File: src/rtl/fetch_stage_pkg.sv
// Shared types and constants for the instruction-fetch stage.
package fetch_pkg;

  localparam int unsigned INST_W = 32;
  localparam logic [INST_W-1:0] PC_STEP = 32'd4;
  localparam logic [INST_W-1:0] NOP_INST = 32'h0000_0000;

  typedef enum logic [1:0] {BOOT, REQ, DROP} fetch_state_t;

endpackage

File: src/rtl/fetch_stage_if.sv
// Instruction-memory request/response handshake between fetch (master) and memory (slave).
interface fetch_stage_if;
  import fetch_pkg::*;

  logic              req;
  logic [INST_W-1:0] addr;
  logic              ready;
  logic [INST_W-1:0] rdata;

  modport master (output req, addr, input ready, rdata);
  modport slave (input req, addr, output ready, rdata);

endinterface

File: src/rtl/fetch_skid_buf.sv
// One-entry holding register for an instruction returned while decode is stalled.
module fetch_skid_buf
  import fetch_pkg::*;
(
  input  logic              clk,
  input  logic              rst,
  input  logic              load,
  input  logic              pop,
  input  logic              clear,
  input  logic [INST_W-1:0] wr_inst,
  input  logic [INST_W-1:0] wr_pc,
  output logic              full,
  output logic [INST_W-1:0] rd_inst,
  output logic [INST_W-1:0] rd_pc
);

  logic              full_q;
  logic [INST_W-1:0] inst_q;
  logic [INST_W-1:0] pc_q;

  always_ff @(posedge clk) begin
    if (rst || clear) begin
      full_q <= 1'b0;
    end else if (load) begin
      full_q <= 1'b1;
    end else if (pop) begin
      full_q <= 1'b0;
    end
  end

  // Payload needs no reset: it is only observed while full_q is set.
  always_ff @(posedge clk) begin
    if (load) begin
      inst_q <= wr_inst;
      pc_q   <= wr_pc;
    end
  end

  assign full    = full_q;
  assign rd_inst = inst_q;
  assign rd_pc   = pc_q;

endmodule

File: src/rtl/fetch_stage.sv
// Instruction fetch with IF/ID register and stall skid buffer.
// Optional FETCH_PERF_EN adds perf_fetched / perf_dropped event counters.
module fetch_stage #(
  parameter logic [31:0] RESET_PC = 32'h0000_0000,
  parameter logic [31:0] NOP_INST = 32'h0000_0000
) (
  input  logic                  clk,
  input  logic                  rst,
  input  logic                  stall_d,
  input  logic                  branch_taken_d,
  input  logic [31:0]           branch_target_d,
  fetch_stage_if.master         imem,
  output logic [31:0]           inst_d,
  output logic [31:0]           pc_d,
  output logic [31:0]           pc_plus4_d,
`ifdef FETCH_PERF_EN
  output logic [31:0]           perf_fetched,
  output logic [31:0]           perf_dropped,
`endif
  output logic                  valid_d
);
  import fetch_pkg::*;

  fetch_state_t      st_q, st_d;
  logic [INST_W-1:0] pc_f_q, pc_f_d;
  logic [INST_W-1:0] tgt_q, tgt_d;
  logic [INST_W-1:0] ifid_inst_q, ifid_inst_d;
  logic [INST_W-1:0] ifid_pc_q, ifid_pc_d;
  logic              ifid_valid_q, ifid_valid_d;

  logic              skid_full, skid_load, skid_pop;
  logic [INST_W-1:0] skid_inst, skid_pc;
  logic [INST_W-1:0] target;
  logic              done, fetch_ok, ifid_fill;

  assign target = {branch_target_d[31:2], 2'b00};

  always_comb begin
    st_d         = st_q;
    pc_f_d       = pc_f_q;
    tgt_d        = tgt_q;
    ifid_inst_d  = ifid_inst_q;
    ifid_pc_d    = ifid_pc_q;
    ifid_valid_d = ifid_valid_q;
    skid_load    = 1'b0;
    skid_pop     = 1'b0;
    ifid_fill    = 1'b0;

    // A full skid blocks new requests until decode drains it.
    imem.req = ((st_q == REQ) && !skid_full) || (st_q == DROP);
    done     = imem.req && imem.ready;
    fetch_ok = done && (st_q == REQ);

    case (st_q)
      BOOT: begin
        st_d = REQ;
        if (branch_taken_d) pc_f_d = target;
      end
      REQ: begin
        if (branch_taken_d) begin
          if (done) begin
            pc_f_d = target;
          end else if (imem.req) begin
            tgt_d = target;
            st_d  = DROP;
          end else begin
            pc_f_d = target;
          end
        end else if (done) begin
          pc_f_d = pc_f_q + PC_STEP;
        end
      end
      DROP: begin
        if (done) begin
          st_d   = REQ;
          pc_f_d = branch_taken_d ? target : tgt_q;
        end else if (branch_taken_d) begin
          tgt_d = target;
        end
      end
      default: st_d = BOOT;
    endcase

    if (branch_taken_d) begin
      ifid_inst_d  = NOP_INST;
      ifid_valid_d = 1'b0;
    end else if (stall_d) begin
      skid_load = fetch_ok;
    end else if (skid_full) begin
      skid_pop     = 1'b1;
      ifid_fill    = 1'b1;
      ifid_inst_d  = skid_inst;
      ifid_pc_d    = skid_pc;
      ifid_valid_d = 1'b1;
    end else if (fetch_ok) begin
      ifid_fill    = 1'b1;
      ifid_inst_d  = imem.rdata;
      ifid_pc_d    = pc_f_q;
      ifid_valid_d = 1'b1;
    end else begin
      ifid_inst_d  = NOP_INST;
      ifid_valid_d = 1'b0;
    end
  end

  always_ff @(posedge clk) begin
    if (rst) begin
      st_q         <= BOOT;
      pc_f_q       <= RESET_PC;
      tgt_q        <= '0;
      ifid_inst_q  <= NOP_INST;
      ifid_pc_q    <= '0;
      ifid_valid_q <= 1'b0;
    end else begin
      st_q         <= st_d;
      pc_f_q       <= pc_f_d;
      tgt_q        <= tgt_d;
      ifid_inst_q  <= ifid_inst_d;
      ifid_pc_q    <= ifid_pc_d;
      ifid_valid_q <= ifid_valid_d;
    end
  end

  fetch_skid_buf u_skid (
    .clk     (clk),
    .rst     (rst),
    .load    (skid_load),
    .pop     (skid_pop),
    .clear   (branch_taken_d),
    .wr_inst (imem.rdata),
    .wr_pc   (pc_f_q),
    .full    (skid_full),
    .rd_inst (skid_inst),
    .rd_pc   (skid_pc)
  );

  assign imem.addr  = pc_f_q;
  assign inst_d     = ifid_inst_q;
  assign pc_d       = ifid_pc_q;
  assign pc_plus4_d = ifid_pc_q + PC_STEP;
  assign valid_d    = ifid_valid_q;

`ifdef FETCH_PERF_EN
  logic [31:0] fetched_q, dropped_q;
  logic [31:0] drop_inc;

  // Discarded response, flushed IF/ID entry and cleared skid entry can coincide.
  assign drop_inc = {31'd0, done && (branch_taken_d || (st_q == DROP))}
                  + {31'd0, branch_taken_d && ifid_valid_q}
                  + {31'd0, branch_taken_d && skid_full};

  always_ff @(posedge clk) begin
    if (rst) begin
      fetched_q <= '0;
      dropped_q <= '0;
    end else begin
      fetched_q <= fetched_q + {31'd0, ifid_fill};
      dropped_q <= dropped_q + drop_inc;
    end
  end

  assign perf_fetched = fetched_q;
  assign perf_dropped = dropped_q;
`endif

endmodule
File: src/flat_wrapper.sv
// flat-port wrapper written by rule: the top's interface ports become plain ports
module fetch_stage_flat import fetch_pkg::*;
#(
  parameter logic [31:0] RESET_PC = 32'h0000_0000,
  parameter logic [31:0] NOP_INST = 32'h0000_0000
)
  (clk, rst, stall_d, branch_taken_d, branch_target_d, inst_d, pc_d, pc_plus4_d, valid_d, imem_req, imem_addr, imem_ready, imem_rdata);
  fetch_stage_if imem_i ();
  input  logic clk;
  input  logic rst;
  input  logic stall_d;
  input  logic branch_taken_d;
  input  logic [31:0] branch_target_d;
  output logic [31:0] inst_d;
  output logic [31:0] pc_d;
  output logic [31:0] pc_plus4_d;
  output logic valid_d;
  output wire logic [$bits(imem_i.req)-1:0] imem_req;
  output wire logic [$bits(imem_i.addr)-1:0] imem_addr;
  input wire logic [$bits(imem_i.ready)-1:0] imem_ready;
  input wire logic [$bits(imem_i.rdata)-1:0] imem_rdata;
  assign imem_req = imem_i.req;
  assign imem_addr = imem_i.addr;
  assign imem_i.ready = imem_ready;
  assign imem_i.rdata = imem_rdata;
  fetch_stage #(.RESET_PC(RESET_PC), .NOP_INST(NOP_INST)) u_core (.clk(clk), .rst(rst), .stall_d(stall_d), .branch_taken_d(branch_taken_d), .branch_target_d(branch_target_d), .imem(imem_i), .inst_d(inst_d), .pc_d(pc_d), .pc_plus4_d(pc_plus4_d), .valid_d(valid_d));
endmodule
File: config.mk
export PLATFORM = sky130hd
export DESIGN_NAME = fetch_stage_flat
export DESIGN_NICKNAME = d
export VERILOG_FILES = /design/src/rtl/fetch_stage_pkg.sv /design/src/rtl/fetch_stage_if.sv /design/src/rtl/fetch_skid_buf.sv /design/src/rtl/fetch_stage.sv /design/src/flat_wrapper.sv
export SDC_FILE = /design/constraint.sdc
export NUM_CORES = 1
export LEC_CHECK = 0
export BUFFER_PORTS_ARGS = -buffer_cell sky130_fd_sc_hd__buf_2
export CAP_MARGIN = 25
export CORE_MARGIN = 3
export CORE_UTILIZATION = 35
export DETAILED_ROUTE_END_ITERATION = 16
export PLACE_DENSITY = 0.62
export SYNTH_ARGS = -nofsm -noshare
export SYNTH_HDL_FRONTEND = slang
export SYNTH_HIERARCHICAL = 1
export SYNTH_SLANG_ARGS = --single-unit
File: constraint.sdc
create_clock -name clk -period 5.36 [get_ports clk]
set_input_delay 0.268 -clock clk [delete_from_list [all_inputs] [get_ports clk]]
set_output_delay 0.268 -clock clk [all_outputs]
set_load 0.01 [all_outputs]
Word level (Yosys, flattened, before mapping)
Cells that the tools add are included.

operators by class
  add/sub/neg operators = 2
  eq/ne operators = 10
  mux-type cells = 31
  bitwise gates (word level) = 2
  reductions and logical operators = 16

operators with widths
  kind                                                 count
  two-way mux 32 bit                                   15
  one-hot mux 32 bit (3 select lines)                  1
  adder 32 x 3 -> 32 bit, second input constant        2
  one-hot mux 32 bit (2 select lines)                  1
  != test 2 bit, second input constant                 5
  AND reduction 5 bit                                  2
  two-way mux 1 bit                                    9
  two-way mux 2 bit                                    4
  != test 3 x 2 -> 1 bit, second input constant        2
  one-hot mux 2 bit (3 select lines)                   1
  nonzero test 2 bit                                   3
  AND reduction 4 bit                                  1
  logical AND 1 bit                                    3
  AND reduction 3 bit                                  1
  nonzero test 3 bit                                   1
  equality test 2 x 1 -> 1 bit, second input constant  1
  equality test 2 bit, second input constant           1
  logical NOT 2 bit                                    1
  logical OR 1 bit                                     2
  != test 2 x 1 -> 1 bit, second input constant        1
  inverter 1 bit                                       2
  OR reduction 2 bit                                   1
  logical NOT 1 bit                                    1

storage, ports and cells
  bits in registers = 196
  input port bits = 69
  word-level logic and storage cells = 70

Logic depth before layout (Yosys ltp)
  word-level depth = 8
  gate-level depth with buffers = 10
  gate-level depth less buffers = 7

Cells and area by module
The synthesis kept the hierarchy.

modules (own cells, without submodules)
  module          times used  cells each  area each (sq um)
  fetch_stage     1           892         7,221.9
  fetch_skid_buf  1           68          1,966.9

Least setup slack after synthesis
Ideal clock, no wire load.

  path type = input to register
  start = input port stall_d
  end = register u_core.u_skid.inst_q[0] (netlist: u_core/u_skid/rd_inst[0]), enable pin
  data arrival time = 3.821 ns
  required time = 4.872 ns
  slack = 1.052 ns
  stages on the path = 5
  path through = clkbuf_1 > clkbuf_1 > clkbuf_1 > nand3_1 > nor2_1

between the ends
  longest elaborated chain between the ends = 2

ends and longest elaborated chain
  what                    line                  RTL
  start: declaration      flat_wrapper.sv:11    input logic stall_d;
  two-way mux 1 bit       fetch_stage.sv:87     end else if (stall_d) begin
  two-way mux 1 bit       fetch_stage.sv:84     if (branch_taken_d) begin
  net u_core.skid_load    fetch_stage.sv:31     logic skid_full, skid_load, skid_pop;
  end signal: assignment  fetch_skid_buf.sv:34  inst_q <= wr_inst;
  end: declaration        fetch_skid_buf.sv:18  logic [INST_W-1:0] inst_q;

The timed path passes the listed nets, and every way through them passes these cells.
A chain may end at the register's enable or synchronous reset.

Worst setup path in the final report
  start = register u_core.st_q[1]
  end = register u_core.u_skid.pc_q[27] (netlist: u_core/u_skid/rd_pc[27]), enable pin

between the ends
  longest elaborated chain between the ends = 7
  elaborated cells on any way between the ends = 8
  classes of those cells = 2 x eq/ne; 2 x mux; 4 x reduce/logical

ends and longest elaborated chain
  what                          line                                  RTL
  start: declaration            fetch_stage.sv:24                     fetch_state_t st_q, st_d;
  start signal: assignment      fetch_stage.sv:115                    st_q <= st_d;
  equality test 2 x 1 -> 1 bit  fetch_stage.sv:50, fetch_stage.sv:52
  logical AND 1 bit             fetch_stage.sv:50                     imem.req = ((st_q == REQ) && !skid_full) || (st_q == DROP);
  logical OR 1 bit              fetch_stage.sv:50
  logical AND 1 bit             fetch_stage.sv:51                     done = imem.req && imem.ready;
  logical AND 1 bit *           fetch_stage.sv:52                     fetch_ok = done && (st_q == REQ);
  two-way mux 1 bit *           fetch_stage.sv:87
  two-way mux 1 bit *           fetch_stage.sv:84
  net u_core.skid_load          fetch_stage.sv:31
  end signal: assignment        fetch_skid_buf.sv:35                  pc_q <= wr_pc;
  end: declaration              fetch_skid_buf.sv:19                  logic [INST_W-1:0] pc_q;

Mark *: on every way through the listed nets, which the timed path passes. The rest lies on a longest branch.

==> results.json <==
{
  "status": "complete, no violations",
  "setup_slack_ps": 2090,
  "syn_area_mm2": 0.00919,
  "cts_tree": "built",
  "postSynthNetCount": 1037,
  "path_clk_slew_ps": 80,
  "tns_ps": 0,
  "comb_power_share_pct": 29.4,
  "grt_pass1_wl_um": 41200,
  "synth-edff-count": 64,
  "switchingPower_mw": 1.75,
  "place_ws_ps": 2150,
  "cts_htree_levels": 4,
  "min_path_type": "in2reg",
  "max_freq_mhz": 306,
  "grt-ovfl-total": 0,
  "cell_internal_pwr_mw": 2.86,
  "max_cap_violations": 0,
  "seq_power_share_pct": 43.6,
  "cp-start-kind": "flop",
  "post-synth-top-area-cell": "dfxtp_1",
  "io_buffers": 196,
  "synth-main-ff-cell": "dfxtp_1",
  "area_growth_pct": 20.9,
  "end_kind": "flop",
  "hold_viol_final": 0,
  "grt_pass1_vias": 7270,
  "routed_wl_um": 26300,
  "power.leakage_nw": 4.05,
  "p_clk_share_pct": 26.9,
  "drive_above_1_share_pct": 22.5,
  "synthDistinctLibCells": 63,
  "ff2ff_setup_slack_ps": 2090,
  "finalMaxSlewViolations": 0,
  "tightest_slew_ps": 1010,
  "period_needed_ps": 3270,
  "layout.nets": 1198,
  "grt_max_degree": 79,
  "r2r_cells": 6,
  "ys_async_sr_fraction_pct": 0,
  "hpwl_um": 17800,
  "clock-skew-final_ps": 12.6,
  "syn_inst": 960,
  "cts.sinks": 196,
  "crit_required_ps": 5420,
  "setup_viol": 0,
  "antenna_found_initial": 4,
  "final.period_utilization_pct": 60.9,
  "wl_per_cell_um": 17.9,
  "grt_usage_pct": 18.0,
  "critPathArrivalTime_ps": 3330,
  "die_h_um": 168,
  "cts_resized": 0,
  "hold-path-endpoint": "u_core/u_skid/rd_inst[23]",
  "die_w_um": 168,
  "core_area_mm2": 0.0255,
  "p_per_area_mw_per_mm2": 415,
  "crit_fanout": 65,
  "first_pass_iters": 5,
  "hp-start": "imem_rdata[23]",
  "viasPerCell": 5.43,
  "cts_buffer_depth": 2,
  "ir_drop_mv": 0.246,
  "swShare_pct": 38.0,
  "clock-root-buffer": "clkbuf_16",
  "synth.avg_cell_area_um2": 9.57,
  "clock_latency_ps": 440,
  "crit_type": "reg2reg",
  "start_util_pct": 36.1,
  "vias": 7967,
  "r2r-start": "u_core/st_q[1]",
  "ios": 199,
  "r2r-end": "u_core/u_skid/rd_pc[27]",
  "synth.cells.most_frequent": "dfxtp_1, nand2_1, nor2_1, clkbuf_1, edfxtp_1",
  "gp_congestion": 0.781,
  "cts_buffers": 17,
  "slew_headroom_pct": 32.3,
  "rsz0062_at_grt": "false",
  "synth_top_area_share_pct": 28.8,
  "yosysWarnings": 6,
  "ys_ff_latch": 196,
  "crit_start": "u_core/st_q[1]",
  "ant_nets": 0,
  "first_iter_violations": 581,
  "holdPathStages": 1,
  "fp-row-count": 58,
  "die-area_mm2": 0.0282,
  "synth_most_common_cell": "dfxtp_1",
  "route.detailed.drc": 0,
  "synth.area.top_cells": "dfxtp_1, edfxtp_1, a221oi_1",
  "ys_seq_area_share_pct": 49.7
}
## layout by cell type (no fill, tap or decap), types with 17 or more instances in the layout
cell type / netlist / layout
a221oi_1: 44 / 44
clkbuf_16: 0 / 17
o21ai_0: 40 / 40
nor2_1: 78 / 77
edfxtp_1: 64 / 64
xnor2_1: 28 / 28
a2111oi_0: 32 / 32
nand3_1: 24 / 24
nand4_1: 18 / 18
a211oi_1: 36 / 36
buf_2: 11 / 195
inv_1: 46 / 46
dfxtp_1: 132 / 131
a21oi_1: 51 / 51
nand2_1: 93 / 93
mux2i_1: 35 / 35
## critical path, stage by stage, from the launching register on
cell,delay (ps)
dfxtp_1,340
inv_1,130
ha_1,470
nor2b_1,850
nand3_1,240
nor2_4,120
buf_4,690
## area by class of cell
class	instances	area, um2
clock inverters	14	138
diodes	2	5.00
repair buffers	224	1240
well taps	330	413
fillers	2481	14400
clock buffers	18	429
inverters	46	173
multi-input cells	636	4140
flip-flops and latches	196	4570
## power groups by stage
stage,clock (mW),sequential (mW),combinational (mW)
4_1_cts,1.28,2.02,1.33
3_3_place_gp,0,2.04,1.30
6_report,1.24,2.01,1.36
2_1_floorplan,0,1.97,0.856
5_1_grt,1.34,2.06,1.49
3_5_place_dp,0,2.05,1.33
## per-layer routing
layer  routed length [um]  up-vias  part of all wire [%]  track usage [%]
met3                 1620       39                   6.2             4.20
met5                   21        -                 0.080                0
li1                     -     3918                     -                -
met4                  437        4                   1.7             5.59
met1                12100     3768                    46             24.9
met2                12100      238                    46             28.1
## state kept, by name, summed over array words and instances, names as in the netlist
name,flops
u_core/u_skid/rd_inst,32
u_core/inst_d,32
u_core/u_skid/full,1
u_core/u_skid/rd_pc,32
u_core/pc_d,32
u_core/st_q,2
u_core/valid_d,1
u_core/tgt_q,32
u_core/imem.addr,32
## how the worst max path moves through the flow
stage | to | slack (ps)
after global routing | u_core/u_skid/rd_pc[19] | 1920
after floorplan | u_core/u_skid/rd_inst[0] | 1050
after global placement | u_core/imem.addr[24] | 1980
after CTS | u_core/u_skid/rd_pc[18] | 2120
after detailed placement | u_core/u_skid/rd_pc[24] | 2150
final | u_core/u_skid/rd_pc[27] | 2090
## cell families after synthesis
kind of cell             synth area share, %
buffers and inverters                   5.56
flip-flops                              49.7
multiplexers                            3.94
adder cells (fa/ha/maj)                 1.09
AO/OA/AOI/OAI                           21.2
XOR/XNOR                                3.43
AND/OR/NAND/NOR                         15.1
## repair_timing
| action | 4_1_cts | 5_1_grt |
|---|---|---|
| endpoints found under the hold margin | 4 | 9 |
| buffers inserted | 0 | 0 |
| hold buffers | 4 | 9 |
## stage by stage
step           cell area (um2)  std cells  hold WS [ps]  power [mW]  utilization [%]
2_1_floorplan             9190        960           367        2.83                -
3_3_place_gp             10400       1417           442        3.34             40.7
3_5_place_dp             10400       1418           451        3.38             40.8
4_1_cts                  11000       1454         0.512        4.62             43.2
5_1_grt                  11100       1466          1.55        4.88             43.6
6_report                 11100       1466          18.6        4.61             43.6
(Power assumes the default switching activity.)
